$ cat src/rtl/hazard_stall_ctrl.sv
// Stall/flush sequencer for the 5-stage F/D/E/M/W pipeline. It also owns the
// mult/div busy tracker, the post-flush fetch-discard tracker and a stall-cycle counter.
module hazard_stall_ctrl #(
  parameter int MULT_CYCLES = 4,
  parameter int DIV_CYCLES  = 32,
  parameter int CNT_W       = 32
) (
  input  logic             clk,
  input  logic             reset,
  input  logic [4:0]       rs_d,
  input  logic [4:0]       rt_d,
  input  logic             use_rs_d,
  input  logic             use_rt_d,
  input  logic             branch_d,
  input  logic             hilo_read_d,
  input  logic             reg_write_en_e,
  input  logic             reg_write_en_m,
  input  logic [4:0]       reg_write_dst_e,
  input  logic [4:0]       reg_write_dst_m,
  input  logic             load_e,
  input  logic             load_m,
  input  logic             md_start_e,
  input  logic             md_is_div_e,
  input  logic             imem_req,
  input  logic             imem_data_ok,
  input  logic             dmem_req_m,
  input  logic             dmem_data_ok,
  input  logic             exc_flush,
  output logic             stall_f,
  output logic             stall_d,
  output logic             stall_e,
  output logic             stall_m,
  output logic             bubble_d,
  output logic             bubble_e,
  output logic             bubble_w,
  output logic             flush_all,
  output logic             md_busy,
  output logic             imem_discard,
  output logic [CNT_W-1:0] stall_cycles
);

  localparam int MAX_LAT = (DIV_CYCLES > MULT_CYCLES) ? DIV_CYCLES : MULT_CYCLES;
  localparam int MD_W    = $clog2(MAX_LAT + 1);

  typedef enum logic {MD_IDLE, MD_RUN} md_state_e;
  typedef enum logic {DS_IDLE, DS_DISCARD} ds_state_e;

  md_state_e        md_state_q;
  logic [MD_W-1:0]  md_cnt_q;
  ds_state_e        ds_state_q;
  logic [CNT_W-1:0] stall_cnt_q;

  logic dep_e, dep_m, lu, br, md_hold, dmem_wait, fetch_wait, md_run, ds_active;

  always_comb begin
    dep_e = reg_write_en_e && (reg_write_dst_e != 5'd0) &&
            ((use_rs_d && reg_write_dst_e == rs_d) || (use_rt_d && reg_write_dst_e == rt_d));
    dep_m = reg_write_en_m && (reg_write_dst_m != 5'd0) &&
            ((use_rs_d && reg_write_dst_m == rs_d) || (use_rt_d && reg_write_dst_m == rt_d));
    lu         = load_e && dep_e;
    // ALU producers are forwarded, so only loads hold a branch in D
    br         = branch_d && ((dep_e && load_e) || (dep_m && load_m));
    md_run     = (md_state_q == MD_RUN);
    ds_active  = (ds_state_q == DS_DISCARD);
    md_hold    = md_run && (hilo_read_d || md_start_e);
    dmem_wait  = dmem_req_m && !dmem_data_ok;
    fetch_wait = (imem_req && !imem_data_ok) || ds_active;

    stall_f   = 1'b0;
    stall_d   = 1'b0;
    stall_e   = 1'b0;
    stall_m   = 1'b0;
    bubble_d  = 1'b0;
    bubble_e  = 1'b0;
    bubble_w  = 1'b0;
    flush_all = 1'b0;
    if (reset) begin
      flush_all = 1'b0;
    end else if (exc_flush) begin
      flush_all = 1'b1;
    end else if (dmem_wait) begin
      stall_f  = 1'b1;
      stall_d  = 1'b1;
      stall_e  = 1'b1;
      stall_m  = 1'b1;
      bubble_w = 1'b1;
    end else if (lu || br || md_hold) begin
      stall_f  = 1'b1;
      stall_d  = 1'b1;
      bubble_e = 1'b1;
    end else if (fetch_wait) begin
      stall_f  = 1'b1;
      bubble_d = 1'b1;
    end
    md_busy      = md_run && !reset;
    imem_discard = ds_active && !reset;
  end

  assign stall_cycles = stall_cnt_q;

  always_ff @(posedge clk) begin
    if (reset) begin
      md_state_q  <= MD_IDLE;
      md_cnt_q    <= '0;
      ds_state_q  <= DS_IDLE;
      stall_cnt_q <= '0;
    end else begin
      // A running op has already committed, so neither flush nor a new start disturbs it
      if (md_state_q == MD_IDLE) begin
        if (md_start_e && !stall_e && !exc_flush) begin
          md_state_q <= MD_RUN;
          md_cnt_q   <= md_is_div_e ? MD_W'(DIV_CYCLES - 1) : MD_W'(MULT_CYCLES - 1);
        end
      end else if (md_cnt_q == '0) begin
        md_state_q <= MD_IDLE;
      end else begin
        md_cnt_q <= md_cnt_q - MD_W'(1);
      end

      if (ds_state_q == DS_IDLE) begin
        if (flush_all && imem_req && !imem_data_ok) ds_state_q <= DS_DISCARD;
      end else if (!flush_all && imem_data_ok) begin
        ds_state_q <= DS_IDLE;
      end

      if (stall_d && stall_cnt_q != '1) stall_cnt_q <= stall_cnt_q + CNT_W'(1);
    end
  end

endmodule

$ cat config.mk
export PLATFORM = sky130hd
export DESIGN_NAME = hazard_stall_ctrl
export DESIGN_NICKNAME = d
export VERILOG_FILES = /design/src/rtl/hazard_stall_ctrl.sv
export SDC_FILE = /design/constraint.sdc
export NUM_CORES = 1
export LEC_CHECK = 0
export ABC_CLOCK_PERIOD_IN_PS = 2540
export BUFFER_PORTS_ARGS = -buffer_cell sky130_fd_sc_hd__clkbuf_2
export CAP_MARGIN = 40
export CORE_MARGIN = 4
export CORE_UTILIZATION = 51
export CTS_CLUSTER_SIZE = 30
export DETAILED_ROUTE_END_ITERATION = 10
export PLACE_DENSITY_LB_ADDON = 0.25
export SYNTH_ARGS = -nofsm -noshare
export SYNTH_HDL_FRONTEND = slang
export SYNTH_SLANG_ARGS = --single-unit
export TNS_END_PERCENT = 50
$ cat constraint.sdc
create_clock -name clk -period 2.54 [get_ports clk]
set_input_delay 0.254 -clock clk [delete_from_list [all_inputs] [get_ports clk]]
set_output_delay 0.254 -clock clk [all_outputs]
set_load 0.005 [all_outputs]
# Word level (Yosys, flattened, before mapping)
# Cells that the tools add are included.
# classes
magnitude_cmp,0
n_bitwise,0
n_reduce_logical,40
shifts,0
muxes,31
eq_ne,6
mul,0
addsub,2
div_mod_pow,0
# ops
op,n
32-bit by 1-bit adder with 32-bit output (second input constant),1
32-bit != test (second input constant),1
1-bit 2-to-1 mux,27
1-bit logical AND,22
5-bit == test,4
6-bit 2-to-1 mux,3
5-bit nonzero test,2
1-bit logical OR,7
1-bit logical NOT,6
6-bit logical NOT,1
6-bit by 1-bit subtractor with 6-bit output (second input constant),1
5-bit 2-to-1 mux,1
2-bit != test (second input constant),1
2-bit AND reduction,1
2-bit nonzero test,1
# totals
latch_bits,0
register_bits,40
romBits,0
mem_bits_rw,0
mem_count,0

# Longest topological paths before layout
# Gate-level depths: netlist (run 1).
# logic_depth
depth_word,14
ltp_mapped,10

# Least setup slack after synthesis (run 1)
# OpenSTA, ideal clock, no wires.
# synth_path
kind,in2out
from,in reg_write_dst_m[1]
to,out bubble_d
n_path_buf,3
t_arrival_ns,1.906
setup_slack_ns,0.380
path_stages,8
required_ns,2.286
path_cell_list,or4_1 o2111ai_1 o21ai_1 and3b_1 buf_6 buf_2 buf_2 nor3b_1
# synth_via
elab_chain_len,13
elab_cells_between_ends,17
# synth_rtl
item,line,source
"start, declared",19,"input logic [4:0] reg_write_dst_m,"
5-bit == test,59,((use_rs_d && reg_write_dst_m == rs_d) || (use_rt_d && reg_write_dst_m == rt_d));
1-bit logical AND,59,
1-bit logical OR,59,
1-bit logical AND *,58,dep_m = reg_write_en_m && (reg_write_dst_m != 5'd0) &&
1-bit logical AND *,62,br = branch_d && ((dep_e && load_e) || (dep_m && load_m));
1-bit logical OR *,62,
1-bit logical AND *,62,
1-bit logical OR * (2 in series),87,end else if (lu || br || md_hold) begin
1-bit 2-to-1 mux *,87,
1-bit 2-to-1 mux *,81,end else if (dmem_wait) begin
1-bit 2-to-1 mux *,79,end else if (exc_flush) begin
1-bit 2-to-1 mux *,77,if (reset) begin
"end, declared",33,"output logic bubble_d,"
# Every way passes the cells marked *; elsewhere a longest branch is shown, timed or not.

# Final worst setup path (run 1)
# Ends and elaborated chain as after synthesis.

==> metrics.md, run 1 <==
| Metric | Value |
|---|---|
| Root Driver | clkbuf_8 |
| Yosys reg bits | 40 |
| Largest net degree at the start of global routing | 42 |
| Cell Chain, Critical Path | clkbuf_2, or4_1, o2111ai_1, o21ai_1, and3b_2, nor3b_1, clkbuf_2 |
| Crit end category | output pin |
| DP Area | 3010 µm² |
| CP max stage cell | or4_1 |
| Drc violations | 0 |
| CP max FO | 12 |
| Most frequent CP cell | clkbuf_2 |
| DR iter-0 viols | 159 |
| Synthesized cell area | 2500 µm² |
| Synth Warn # | 0 |
| Final wirelength | 6670 µm |
| Starting Density | 52.7% |
| EDFF count, synth | 0 |
| Avg Cell Area, Syn | 8.11 µm² |
| CP Data Required Time | 2.29 ns |
| Global-route wire length before repair | 11,000 µm |
| Crit Path Class | primary input to output pin |
| Synth Area in Compound Gates | 20.6% |
| Xor/xnor cell area share of the yosys netlist | 6.99% |
| Post-CTS sizing | 0 |
| Final Hold Viols | 0 |
| Cell family with most CP delay | simple AND/OR/NAND/NOR gates |
| Layout cells sized above 1 | 28.5% |
| Final std cells w/o fill | 457 |
| Floorplan Core Area | 4750 µm² |
| Synth Area in Simple Gates | 32.4% |
| Antenna violations before repair | 0 |
| Ant. Diodes | 0 |
| Clk pin slew, worst setup/hold paths | 0.08 ns |
| Clock Sinks | 40 |
| Yosys top cell by area | dfxtp_1 |
| Largest family of logic cells by synthesized area | simple AND/OR/NAND/NOR gates |
| Max-Slew Margin vs Limit | 67.6% |
| GRT overflow | 0 |
| Io pins | 79 |
| Chip width | 78.1 µm |
| RD Place Congestion | 0.855 |
| Setup Fix Bufs, Post-CTS | 0 |
| Die ar. | 6100 µm² |
| Leakage | 1.22 nW |
| Seq/Total Area, Yosys | 32.0% |
| H-Tree Depth | 2 |
| Unrepaired setup endpoints after global routing | false |
| Final setup viols | 0 |
| Hold Path Class | primary input to register |
| Cell area power density | 454 nW/µm² |
| Final cycle utilization of the critical path | 89.9% |
| Total track usage | 21.8% |
| Clk buf depth | 2 |
| Startpoint types | primary input |
| Site Rows | 25 |
| Worst-Skew Late Latency | 0.29 ns |
| Antenna-violating nets left | 0 |
| Area Growth Syn to Fin | 25.0% |
| Cell count after synthesis | 309 |
| Nets@finish | 428 |
| Slowest stage delay, CP | 0.54 ns |
| Flop-to-flop setup slack | 0.26 ns |
| # placed instances | 449 |
| Setup TNS Final | 0 ns |
| Vias in the first global route | 2,464 |
| Ys flop type | dfxtp_1 |
| Multiplexer share of the synthesized area | 1.80% |
| Post-Syn Nets | 348 |
| Async set or reset register ratio after synthesis | 0% |
| Post-synthesis adder-cell area fraction | 0.999% |
| Synth area leaders | dfxtp_1, a21oi_1, xnor2_1, nand4_1, o21ai_0 |
| CTS tree | built |
| Post-route cell area | 3130 µm² |
| Num CTS Buffers | 5 |
| Setup Skew | 0.00602 ns |
| Worst vdd ir | 0.330 mV |
| DR vias | 2,676 |
| Fillers | 422 |
| Tmin final | 2.28 ns |
| Via density | 5.86 |
| Crit path DAT | 2.03 ns |
| Post-Route Utilization | 65.8% |
| Hold buffer count at cts | 0 |
| Fmax | 0.438 GHz |
| DP Wirelength | 5140 µm |
| Status | complete, no violations |
| # port buffers | 78 |
| Vert. Die Dim | 78.1 µm |
| Overall Power | 0.00142 W |
| Cell variety after synth | 50 |
| Final Max Tran Viols | 0 |
| Maxcap violations | 0 |
| Crit path buffers/inverters | 2 |
| Share of the synthesized area in the top cell type | 32.0% |
| WL/cell | 14.6 µm |
| Actual slew at the worst max-slew pin | 0.484 ns |
| Drt pass-1 iters | 4 |
through the flow:
step                setup WS, ns  hold slack, ns
finish                     0.257           0.252
global route              0.0169           0.278
CTS                        0.253           0.246
detailed placement         0.100           0.478
global placement           0.156           0.471
floorplan                  0.380           0.394
power breakdown:
group          switching (W)  internal [W]
Clock               0.000224      0.000321
Combinational       0.000126     0.0000970
Sequential         0.0000125      0.000640
synthesized netlist by cell type, drive strengths merged (2+ instances only):
master,number
a211oi,2
a21oi,23
a31oi,4
and2,4
and3,7
and4,3
buf,10
clkbuf,9
dfxtp,40
ha,2
inv,8
mux2,4
nand2,17
nand2b,3
nand3,12
nand4,16
nor2,18
nor2b,11
nor3,3
nor4,9
o2111ai,3
o21a,5
o21ai,16
o311ai,3
o31a,4
o31ai,8
o41ai,6
or2,5
or3,10
or4,10
or4b,4
xnor2,12
xor2,8
worst paths after layout:
path / cells past startpoint / from / endpoint
max: 7 / reg_write_dst_m[1] / bubble_d
min: 4 / imem_data_ok / ds_active
max reg2reg: 8 / stall_cycles[25] / stall_cycles[15]
min reg2reg: 1 / md_cnt_q[5] / md_cnt_q[5]
per-layer routing:
layer  track usage [%]  vias up  wire, µm
met3              3.44       12       431
met2              39.1       97      3330
met1              26.2     1232      2820
met4              8.04        0        82
li1                  -     1335         -
met5                 0        -         0
kinds of logic (layout without fill, tap and decap cells):
family,after synthesis,in the layout
AND/OR/NAND/NOR,137,137
AO/OA/AOI/OAI,79,79
flip-flops,40,40
buffers and inverters,27,108
XOR/XNOR,20,20
multiplexers,4,4
adder cells (fa/ha/maj),2,2
cell usage in the layout (no fill, tap or decap), types with 3 or more instances in the layout:
master | synthesis | layout
a31oi_1 | 4 | 4
nand2_1 | 17 | 17
or3_1 | 10 | 10
o311ai_0 | 3 | 3
nor2b_1 | 11 | 11
a21oi_1 | 23 | 23
and4_1 | 3 | 3
buf_4 | 2 | 12
nand4_1 | 16 | 16
dfxtp_1 | 40 | 40
or2_2 | 3 | 3
and3_1 | 7 | 7
o31ai_1 | 8 | 8
clkbuf_8 | 0 | 6
xor2_1 | 8 | 8
nand3_1 | 11 | 11
nor4_1 | 9 | 9
nand2b_1 | 3 | 3
nor2_1 | 18 | 18
xnor2_1 | 12 | 12
o2111ai_1 | 3 | 3
or4b_1 | 4 | 4
clkbuf_2 | 0 | 78
and2_1 | 4 | 4
o41ai_1 | 6 | 6
or4_1 | 10 | 10
o21a_1 | 5 | 5
o31a_1 | 4 | 4
mux2_2 | 4 | 4
inv_1 | 8 | 8
o21ai_0 | 15 | 15
final cells by class:
cell class              instances  area, µm²  area share (%)
clock buffers                   6       82.6            2.64
repair buffers                 92        520            16.6
well taps                      67       83.8            2.68
flip-flops and latches         40        801            25.6
clock inverters                 2       38.8            1.24
multi-input cells             242       1570            50.3
inverters                       8       30.0           0.959
state kept, by name (all words and copies together) (netlist names):
register / cells
stall_cycles: 32
md_cnt_q: 6
ds_active: 1
md_run: 1
worst register-to-register path: stages (launching register included):
cell and delay [ns]:
dfxtp_1 0.36, and4_1 0.25, nand4_1 0.11, or2_0 0.24, or2_1 0.32, nand2_1 0.15, buf_4 0.18, or4_1 0.46
a21oi_1 0.14
Power figures use the tool's default switching activity.
==> run 2: changes to the inputs <==
--- a/config.mk
+++ b/config.mk
@@ -8,11 +8,13 @@
 export ABC_CLOCK_PERIOD_IN_PS = 2540
 export BUFFER_PORTS_ARGS = -buffer_cell sky130_fd_sc_hd__clkbuf_2
 export CAP_MARGIN = 40
+export CORE_ASPECT_RATIO = 0.9
 export CORE_MARGIN = 4
 export CORE_UTILIZATION = 51
 export CTS_CLUSTER_SIZE = 30
 export DETAILED_ROUTE_END_ITERATION = 10
 export PLACE_DENSITY_LB_ADDON = 0.25
+export RECOVER_POWER = 100
 export SYNTH_ARGS = -nofsm -noshare
 export SYNTH_HDL_FRONTEND = slang
 export SYNTH_SLANG_ARGS = --single-unit
==> metrics.md, run 2 (synthesized netlist as in run 1, its figures left out) <==
| Metric | Value |
|---|---|
| Status | finished, violations left |
| Failing checks | max-capacitance violations |
| NetSw | 0.000345 W |
| Setup TNS Final | 0 ns |
| Ant. Diodes | 0 |
| RD Place Congestion | 0.808 |
| Actual slew at the worst max-slew pin | 1.49 ns |
| Final Max Tran Viols | 0 |
| Hold buffer count at cts | 0 |
| Fillers | 431 |
| Final setup viols | 0 |
| WL/cell | 14.3 µm |
| Setup Skew | 0.00894 ns |
| Drt pass-1 iters | 4 |
| Chip width | 81.9 µm |
| Cell area power density | 416 nW/µm² |
| WHS Path Cells | 4 |
| Num CTS Buffers | 5 |
| Slowest stage delay, CP | 0.48 ns |
| Maxcap violations | 1 |
| DR vias | 2,631 |
| Worst-Skew Late Latency | 0.29 ns |
| Crit path buffers/inverters | 1 |
| CP Data Required Time | 2.74 ns |
| Internal power | 0.000916 W |
| Max-Slew Margin vs Limit | 0.689% |
| Layout cells sized above 1 | 22.1% |
| Sw frac | 27.3% |
| Global-route wire length before repair | 10,900 µm |
| Die ar. | 6100 µm² |
| Multi-input gate area | 1570 µm² |
| Final wirelength | 6530 µm |
| Reg2Reg Depth | 8 |
| Floorplan Core Area | 4600 µm² |
| Setup slack at placement | 0.0815 ns |
| DR iter-0 viols | 213 |
| Crit Path Class | register to register |
| Final setup margin | 0.190 ns |
| H-Tree Depth | 2 |
| DP Wirelength | 5000 µm |
| Unrepaired setup endpoints after global routing | false |
| CP max stage cell | or4_1 |
| Largest net degree at the start of global routing | 34 |
| Crit end category | register |
| CTS tree | built |
| Cell family with most CP delay | simple AND/OR/NAND/NOR gates |
| Register Area | 801 µm² |
| Commonest non-fill, non-tap cell in the layout | clkbuf_2 |
| Vias in the first global route | 2,372 |
| Vert. Die Dim | 74.5 µm |
| Site Rows | 23 |
| Clk buf depth | 2 |
| Startpoint types | register |
| DP Area | 3010 µm² |
| Clock Sinks | 40 |
| Area Growth Syn to Fin | 21.0% |
| Root Driver | clkbuf_8 |
| Post-CTS sizing | 0 |
| Max FFs per register | 32 |
| Tmin final | 2.35 ns |
| Clk pin slew, worst setup/hold paths | 0.07 ns |
| Crit path DAT | 2.55 ns |
| Drc violations | 0 |
| Cell Chain, Critical Path | and4_1, and3_1, nand3_2, or2_1, nand2_1, clkbuf_2, or4_1, a21oi_1 |
| Nets@finish | 432 |
| GRT overflow | 0 |
| Reg power frac | 51.8% |
| Final Hold Viols | 0 |
| Antenna violations before repair | 0 |
| Hold Path Class | primary input to register |
| Starting Density | 54.4% |
| Via density | 5.78 |
| Leakage | 1.12 nW |
| Setup Fix Bufs, Post-CTS | 0 |
| Antenna-violating nets left | 0 |
| Comb power frac | 16.7% |
| Total track usage | 22.4% |
| Critical path depth | 8 |
| CP max FO | 8 |
| Most frequent cells in the layout | clkbuf_2, dfxtp_1, clkbuf_1 |
| Clock power share | 31.5% |
| # port buffers | 78 |
| Io pins | 79 |
| Fmax | 0.426 GHz |
| Post-route cell area | 3030 µm² |
| Final cycle utilization of the critical path | 92.5% |
| Worst vdd ir | 0.306 mV |
[run 2: cell count changes in the layout (fill, tap and decap cells not counted), moves of 2 or more]
cell	delta
buf_4	-3
clkbuf_2	-16
buf_12	-2
clkbuf_1	+26
[run 2: cell type report]
class	instances	area share (%)
clock buffer	6	2.39
clock inverter	1	0.165
inverter	8	0.991
multi-input combinational	242	51.9
sequential	40	26.4
tap	62	2.56
timing repair buffer	96	15.6
[run 2: power by group through the flow]
| stage | combinational, W | sequential (W) | clock (W) |
|---|---|---|---|
| 6_report | 0.000211 | 0.000653 | 0.000397 |
| 3_3_place_gp | 0.000211 | 0.000667 | 0 |
| 4_1_cts | 0.000216 | 0.000653 | 0.000407 |
| 5_1_grt | 0.000239 | 0.000655 | 0.000437 |
| 2_1_floorplan | 0.000138 | 0.000664 | 0 |
| 3_5_place_dp | 0.000215 | 0.000667 | 0 |
[run 2: through the flow]
step	util (%)	hold WS (ns)	total power, W	std cells
global route	65.8	0.273	0.00133	455
global placement	65.3	0.468	0.000877	448
detailed placement	65.3	0.468	0.000882	448
CTS	67.0	0.257	0.00128	455
floorplan	-	0.394	0.000803	309
finish	65.8	0.265	0.00126	455
[run 2: final timing paths]
path	start	endpoint	slack, ns
worst max-delay path	stall_cycles[17]	stall_cycles[15]	0.19
worst min-delay path	imem_data_ok	ds_active	0.26
worst max register to register	stall_cycles[17]	stall_cycles[15]	0.19
worst min register to register	md_cnt_q[5]	md_cnt_q[5]	0.48
[run 2: per-layer routing]
metal / wire length (µm) / GRT usage [%]
met5: 0 / 0
met4: 46 / 4.80
met3: 530 / 4.60
met2: 2830 / 33.2
met1: 3120 / 33.6
[run 2: worst register-to-register path, cell delays in order (launching register included)]
cell and delay [ns]:
dfxtp_1 0.36, and4_1 0.23, and3_1 0.26, nand3_2 0.16, or2_1 0.32, nand2_1 0.12
clkbuf_2 0.18, or4_1 0.49, a21oi_1 0.15
